<file path="config.mk">
export PLATFORM = sky130hd
export DESIGN_NAME = col_accum
export DESIGN_NICKNAME = d
export VERILOG_FILES = /design/src/rtl/col_accum.sv
export SDC_FILE = /design/constraint.sdc
export NUM_CORES = 2
export LEC_CHECK = 0
export ABC_AREA = 1
export CAP_MARGIN = 40
export CORE_AREA = 5 5 466 353
export DETAILED_ROUTE_END_ITERATION = 6
export DIE_AREA = 0 0 471 358
export PLACE_DENSITY = 0.59
export SYNTH_ARGS = -nofsm -noshare
export SYNTH_HDL_FRONTEND = slang
export SYNTH_SLANG_ARGS = --single-unit
</file>
<file path="constraint.sdc">
create_clock -name clk -period 4.7 [get_ports clk]
set_input_delay 0.94 -clock clk [delete_from_list [all_inputs] [get_ports clk]]
set_output_delay 0.94 -clock clk [all_outputs]
set_load 0.01 [all_outputs]
</file>
<file path="src/rtl/col_accum.sv">
`default_nettype none
// ============================================================================
// Module   : col_accum
// Purpose  : Per-column, per-lane signed accumulator bank fed by the
//            column-select unit. Accumulates one M-lane vector per cycle
//            into column `col`; on request, drains every column in
//            ascending order over valid/ready and clears each column as it
//            is handed off.
// Revision : 1.0 - initial release
// ============================================================================
module col_accum #(
  parameter int M       = 4,
  parameter int DW_POS  = 4,
  parameter int DW_DATA = 8,
  parameter int DW_ACC  = 20
) (
  input  logic                  clk,
  input  logic                  rst,
  input  logic                  in_valid,
  output logic                  in_ready,
  input  logic [DW_POS-1:0]     col,
  input  logic [M*DW_DATA-1:0]  in,
  input  logic                  drain_start,
  output logic                  out_valid,
  input  logic                  out_ready,
  output logic [DW_POS-1:0]     out_col,
  output logic [M*DW_ACC-1:0]   out_data,
  output logic                  done
);

  localparam int c_NCOL = 2 ** DW_POS;

  typedef enum logic [0:0] {
    ST_ACC   = 1'b0,
    ST_DRAIN = 1'b1
  } state_t;

  state_t                r_state;
  logic [DW_POS-1:0]     r_dcnt;
  logic                  r_in_ready;
  logic                  r_out_valid;
  logic                  r_done;
  logic [DW_ACC-1:0]     r_acc [c_NCOL][M];

  logic [DW_ACC-1:0]     w_in_ext [M];
  logic                  w_acc_en;
  logic                  w_clr_en;
  logic [M*DW_ACC-1:0]   w_out_data;

  // Sign-extend each input lane to accumulator width.
  generate
    for (genvar gi = 0; gi < M; gi++) begin : g_lane
      assign w_in_ext[gi] = {{(DW_ACC-DW_DATA){in[gi*DW_DATA+DW_DATA-1]}},
                             in[gi*DW_DATA +: DW_DATA]};
    end
  endgenerate

  // Accumulate only while collecting; clear only on a drain handshake.
  assign w_acc_en = (r_state == ST_ACC) && in_valid;
  assign w_clr_en = (r_state == ST_DRAIN) && out_ready;

  // Accumulator bank: add on accept, zero the drained column on handshake.
  always_ff @(posedge clk or negedge rst) begin
    if (!rst) begin
      for (int c = 0; c < c_NCOL; c++) begin
        for (int i = 0; i < M; i++) begin
          r_acc[c][i] <= '0;
        end
      end
    end else if (w_acc_en) begin
      for (int i = 0; i < M; i++) begin
        r_acc[col][i] <= r_acc[col][i] + w_in_ext[i];
      end
    end else if (w_clr_en) begin
      for (int i = 0; i < M; i++) begin
        r_acc[r_dcnt][i] <= '0;
      end
    end
  end

  // Control FSM: ACC <-> DRAIN with registered handshake/status outputs.
  always_ff @(posedge clk or negedge rst) begin
    if (!rst) begin
      r_state     <= ST_ACC;
      r_dcnt      <= '0;
      r_in_ready  <= 1'b1;
      r_out_valid <= 1'b0;
      r_done      <= 1'b0;
    end else begin
      r_done <= 1'b0;
      case (r_state)
        ST_ACC: begin
          if (drain_start) begin
            r_state     <= ST_DRAIN;
            r_dcnt      <= '0;
            r_in_ready  <= 1'b0;
            r_out_valid <= 1'b1;
          end
        end
        ST_DRAIN: begin
          if (out_ready) begin
            if (&r_dcnt) begin
              // Last column accepted: return to collecting.
              r_state     <= ST_ACC;
              r_dcnt      <= '0;
              r_in_ready  <= 1'b1;
              r_out_valid <= 1'b0;
              r_done      <= 1'b1;
            end else begin
              r_dcnt <= r_dcnt + {{(DW_POS-1){1'b0}}, 1'b1};
            end
          end
        end
        default: begin
          r_state     <= ST_ACC;
          r_dcnt      <= '0;
          r_in_ready  <= 1'b1;
          r_out_valid <= 1'b0;
        end
      endcase
    end
  end

  // Output column is a mux of bank registers by the drain counter;
  // forced to zero outside a drain so idle output stays quiet.
  always_comb begin
    w_out_data = '0;
    if (r_out_valid) begin
      for (int i = 0; i < M; i++) begin
        w_out_data[i*DW_ACC +: DW_ACC] = r_acc[r_dcnt][i];
      end
    end
  end

  assign in_ready  = r_in_ready;
  assign out_valid = r_out_valid;
  assign out_col   = r_dcnt;
  assign out_data  = w_out_data;
  assign done      = r_done;

endmodule
`default_nettype wire

</file>
### Word level (Yosys, flattened, before mapping)

Cells that the tools add are included.

| operators by class | value |
|---|---|
| order comparisons | 4 |
| equal/unequal tests | 3 |
| bitwise gates (word level) | 11 |
| multiplexer cells | 48 |
| $add $sub $neg | 5 |
| reductions and logical operators | 8 |

Operator list:

| cell | number |
|---|---|
| $and 1280x1280->1280 | 4 |
| $bwmux 1280 | 4 |
| $not 1280->1280 | 4 |
| $demux 80 s4 | 8 |
| $mux 1280 | 2 |
| $bmux 80 s4 | 2 |
| $mux 80 | 7 |
| $mux 60 | 2 |
| $add 20x20->20 | 4 |
| $mux 40 | 2 |
| $mux 20 | 2 |
| $mux 1 | 12 |
| $mux 4 | 3 |
| $ge 5x5->1 const B | 2 |
| $lt 5x1->1 const B | 2 |
| $not 4->5 | 2 |
| $pmux 4 s2 | 1 |
| $pmux 1 s2 | 3 |
| $add 4x1->4 const B | 1 |
| $logic_and 1x1->1 | 4 |
| $ne 2x2->1 const B | 2 |
| $reduce_and 4->1 | 1 |
| $reduce_and 3->1 | 1 |
| $ne 2x1->1 const B | 1 |
| other kinds (3) | 3 |

| word-level totals | value |
|---|---|
| flip-flop bits (word level) | 1288 |
| output and inout bits | 87 |
| logic and storage cells | 148 |

### Depth between registers and ports, before layout

| logic depth | value |
|---|---|
| depth after elaboration | 12 |
| gate-level depth with buffers | 23 |
| depth with buffers taken out | 20 |

### Worst setup path before layout

OpenSTA, ideal clock, no wires.

| timing | value |
|---|---|
| path type | input to register |
| start | in col[1] |
| end | reg r_acc[788] (netlist name) |
| cell stages on the path | 19 |
| data arrival time | 3.980 ns |
| path slack | 0.587 ns |
| cells stage by stage | buf_2 nor2_1 inv_2 clkbuf_1 clkbuf_1 o22ai_1 o21ai_0 nand4_1 ha_1 fa_1 nand3_1 nand2_1 nand2_1 o211ai_1 or2_2 clkbuf_1 clkbuf_1 nand3_1 o21ai_0 |

| between the ends | value |
|---|---|
| longest elaborated chain between the ends | 10 |
| elaborated cells between the ends (all ways) | 21 |
| classes of those cells | 4 x add/sub; 2 x order compare; 13 x mux; 1 x bitwise; 1 x reduce/logical |

RTL lines:

| what | RTL line | RTL |
|---|---|---|
| start: declaration | 21 | `input logic [DW_POS-1:0] col,` |
| $not 4->5 (not written as such) * | 72 | `r_acc[col][i] <= r_acc[col][i] + w_in_ext[i];` |
| $bmux 80 s4, or another cell as far along | 72 |  |
| $mux 80 (not written as such) / $logic_and 1x1->1 (equally long branches) | 72 |  |
| $mux 80 (not written as such) | 72 |  |
| $add 20x20->20 / $demux 80 s4 (equally long branches) | 72 |  |
| $bwmux 1280 (3 in a row) | 72 |  |
| $bwmux 1280 * | 72 |  |
| $mux 1280 * | 70 | `end else if (w_acc_en) begin` |
| end signal: indexed assignment | 72 |  |
| end: declaration | 43 | `logic [DW_ACC-1:0] r_acc [c_NCOL][M];` |

Every way passes the cells marked *; elsewhere a longest branch is shown, timed or not. The select of a mux whose other input is x is not followed.
A chain may end at the register's enable or synchronous reset.

### Worst setup path in the final report

| timing | value |
|---|---|
| start | reg r_dcnt[0], in the netlist out_col[0] |
| end | out out_data[14] |

| between the ends | value |
|---|---|
| longest elaborated chain between the ends | 5 |

RTL lines:

| what | RTL line | RTL |
|---|---|---|
| start: declaration | 39 | `logic [DW_POS-1:0] r_dcnt;` |
| start signal: assignment | 110 | `r_dcnt <= r_dcnt + {{(DW_POS-1){1'b0}}, 1'b1};` |
| $not 4->5 (not written as such) | 130 | `w_out_data[i*DW_ACC +: DW_ACC] = r_acc[r_dcnt][i];` |
| $bmux 80 s4 | 130 |  |
| $mux 80 (2 in a row) | -- |  |
| $mux 80 | 128 | `if (r_out_valid) begin` |
| end: declaration | 27 | `output logic [M*DW_ACC-1:0] out_data,` |

Every way passes these cells. The select of a mux whose other input is x is not followed.

==> flow_metrics.env <==
export IMPL_ios=128
export IMPL_setup_viol=0
export IMPL_pre_cts_slack_ps=-351
export IMPL_cp_max_fo=158
export IMPL_first_global_vias=72134
export IMPL_hpwl_mm=191
export IMPL_syn_area_um2=71200
export IMPL_gp_congestion=0.924
export IMPL_wl_mm=340
export IMPL_worstSkewPairLatency_ps=810
export IMPL_grt_max_degree=168
export IMPL_arrival_ps=3730
export IMPL_cts_tree="done"
export IMPL_via_per_inst=6.51
export IMPL_hold_viol=0
export IMPL_cp_cell_sequence="buf_16 > o21ai_0 > o22ai_1 > nand2_1 > a41oi_1 > clkdlybuf4s50_1"
export IMPL_relSlewSlack_pct=35.9
export IMPL_max_stage_delay_ps=620
export IMPL_status="completed"
export IMPL_worstMarginPinSlew_ps=962
export IMPL_ctsLongestPathBuffers=3
export IMPL_yosys_top_cells_area="dfrtp_1, nand2_1, o22ai_1, o21ai_0, inv_1"
export IMPL_power_density_nw_per_um2=650
export IMPL_layout_drive_gt1_share_pct=10.1
export IMPL_hold_path_class="input pin to async pin"
export IMPL_rows=127
export IMPL_finalWorstSetupSlack_ps=26.9
export IMPL_fin_crit_sh_pct=99.4
export IMPL_finalPower_uw=55000
export IMPL_synth_edff_count=0
export IMPL_final_min_clock_period_ps=4670
export IMPL_synth_net_count=9556
export IMPL_htree_levels=4
export IMPL_syn_to_final_growth_pct=18.6
export IMPL_finClkSkew_ps=38.8
export IMPL_die_width_um=471
export IMPL_end_kind="output pin"
export IMPL_cts_sinks=1288
export IMPL_yosysTopAreaCell="dfrtp_1"
export IMPL_seq_area_frac_synth_pct=45.3
export IMPL_fmax_ghz=0.214
export IMPL_cap_violations=0
export IMPL_drc=0
export IMPL_yosys_warnings=0
export IMPL_critPathKind="register to output pin"
export IMPL_core_um2=159000
export IMPL_start_kind="register"
export IMPL_drtIter0Drc=12402
export IMPL_crit_required_ps=3760
export IMPL_dr_pass1_iters=7
export IMPL_numCtsBuffers=141
export IMPL_nFillCells=15056
export IMPL_ys_ff_latch=1288
export IMPL_grt_first_pass_wirelength_mm=491
export IMPL_holdBufCountCts=0
export IMPL_wl_per_cell_um=28.8
export IMPL_initial_core_util_pct=44.7
export IMPL_synth_ff_type="dfrtp_1"
export IMPL_root_buffer="clkbuf_16"
export IMPL_die_area_um2=169000
export IMPL_whs_ps=58.2
export IMPL_synth_area_per_cell_um2=7.55
export IMPL_synth_top_area_share_pct=45.2
export IMPL_vdd_drop_max_mv=0.658
export IMPL_layout_nets=9691
export IMPL_clk_pin_slew_ps=60
export IMPL_vias=76880
export IMPL_grt_overflow=0
export IMPL_slowest_stage="clkdlybuf4s50_1"
export IMPL_ant_nets=0
export IMPL_grt_util_all_layers_pct=38.8
export IMPL_antenna_found_initial=12
export IMPL_die_h_um=358
export IMPL_slew_violations=0
export IMPL_netlist_instances=9431
export IMPL_synth_cell_types=41
export IMPL_async_reset_ff_share_pct=100
export IMPL_p_leak_uw=0.0406
export IMPL_portBuffers=127
[final cells by class]
cell class | instances | area, um^2 | area share (%)
Sequential cell | 1288 | 32200 | 38.1
Clock inverter | 45 | 528 | 0.625
Multi-Input combinational cell | 6422 | 32600 | 38.6
Inverter | 937 | 3590 | 4.25
Timing Repair inverter | 1 | 8.76 | 0.0104
Antenna cell | 3 | 7.51 | 0.00888
Timing Repair Buffer | 775 | 8690 | 10.3
Tap cell | 2128 | 2660 | 3.15
Clock buffer | 205 | 4200 | 4.96
[final timing paths]
check	startpoint	endpoint	slack, ps	cells past startpoint
min reg2reg	r_acc[599]$_DFFE_PN0P_	r_acc[599]$_DFFE_PN0P_	490	2
max reg2reg	r_acc[329]$_DFFE_PN0P_	r_acc[339]$_DFFE_PN0P_	1320	19
min	rst	r_acc[940]$_DFFE_PN0P_	60	1
max in group asynchronous	rst	r_acc[886]$_DFFE_PN0P_	3270	2
max	out_col[0]$_DFFE_PN0P_	out_data[14]	30	6
min in group clk	r_acc[599]$_DFFE_PN0P_	r_acc[599]$_DFFE_PN0P_	490	2
[sequential cells by signal, summed over array words and instances, names as in the netlist]
signal     flops
r_acc       1280
out_col        4
done           1
in_ready       1
out_valid      1
r_state        1
[report_power, final]
| part | internal [uW] | switching [uW] |
|---|---|---|
| sequential | 14400 | 1530 |
| clock | 6740 | 4990 |
| combinational | 9440 | 17900 |
[logic make-up (layout without fill, tap and decap cells)]
kind of cell    count (synthesis)  count (layout)  share of synthesized area [%]
other cells                     0               3                              0
compound gates               3025            3025                           24.6
fa+ha+maj                      84              84                           1.52
flops                        1288            1288                           45.3
xor+xnor                       27              27                          0.332
buf+inv                      1721            1963                           9.34
simple gates                 3286            3286                           19.0
[critical path: cells and delay by family, from the launching register on]
family / cells / cell delay [ps]
buffers and inverters: 2 / 1080
AO/OA/AOI/OAI: 3 / 870
flip-flops: 1 / 610
AND/OR/NAND/NOR: 1 / 100
[synthesized netlist by cell type, types with 4 or more instances]
library cell / number
and2_1: 4
fa_1: 4
a21boi_0: 4
dfrtp_1: 1287
nand3_1: 624
ha_1: 80
clkbuf_1: 555
o21ai_1: 17
o21bai_1: 16
inv_1: 893
a41oi_1: 34
a22oi_1: 240
buf_1: 80
or2_2: 6
o22ai_1: 1172
nand2_1: 2137
nor2_1: 368
clkinv_1: 10
a21o_1: 4
nor3_1: 27
buf_2: 146
o31a_1: 17
inv_2: 34
nand4_1: 77
o21ai_0: 934
xor2_1: 9
o21a_1: 4
nand3b_1: 20
nor4_1: 5
nor3b_1: 13
xnor2_1: 18
a21oi_1: 574
[per-layer routing]
metal / track usage, % / routed length [um] / part of all wire (%)
met1: 53.3 / 132000 / 39
met2: 55.5 / 139000 / 41
met3: 11.3 / 47300 / 14
met4: 20.1 / 20900 / 6.1
met5: 0 / 43 / 0.013
[metrics by stage]
stage / utilization, % / area, um^2 / std cells / setup TNS [ps]
after floorplan: - / 71200 / 9431 / 0
after global placement: 49.8 / 79300 / 11530 / -27090
after detailed placement: 50.0 / 79600 / 11544 / -41110
after CTS: 53.0 / 84400 / 11795 / 0
after global routing: 53.1 / 84500 / 11801 / -1.71
final: 53.1 / 84500 / 11804 / 0
[timing repair]
action / 4_1_cts / 5_1_grt
resized for setup: 11 / 9
setup endpoints to repair: 51 / 17
buffers inserted: 0 / 4
gates cloned: 1 / 1
[cell usage in the layout (no fill, tap or decap), drive strengths merged, types with 3 or more instances in the layout]
cell / n
nand2: 2139
dfrtp: 1287
o22ai: 1172
o21ai: 956
inv: 940
buf: 649
nand3: 624
a21oi: 574
nor2: 371
a22oi: 240
clkbuf: 207
clkdlybuf4s50: 123
ha: 80
nand4: 77
a41oi: 34
nor3: 27
clkinv: 27
nand3b: 20
xnor2: 18
o31a: 17
o21bai: 16
nor3b: 13
bufinv: 10
xor2: 9
or2: 6
clkinvlp: 6
nor4: 5
o21a: 4
a21o: 4
a21boi: 4
and2: 4
fa: 4
diode: 3
Power figures use the tool's default switching activity.
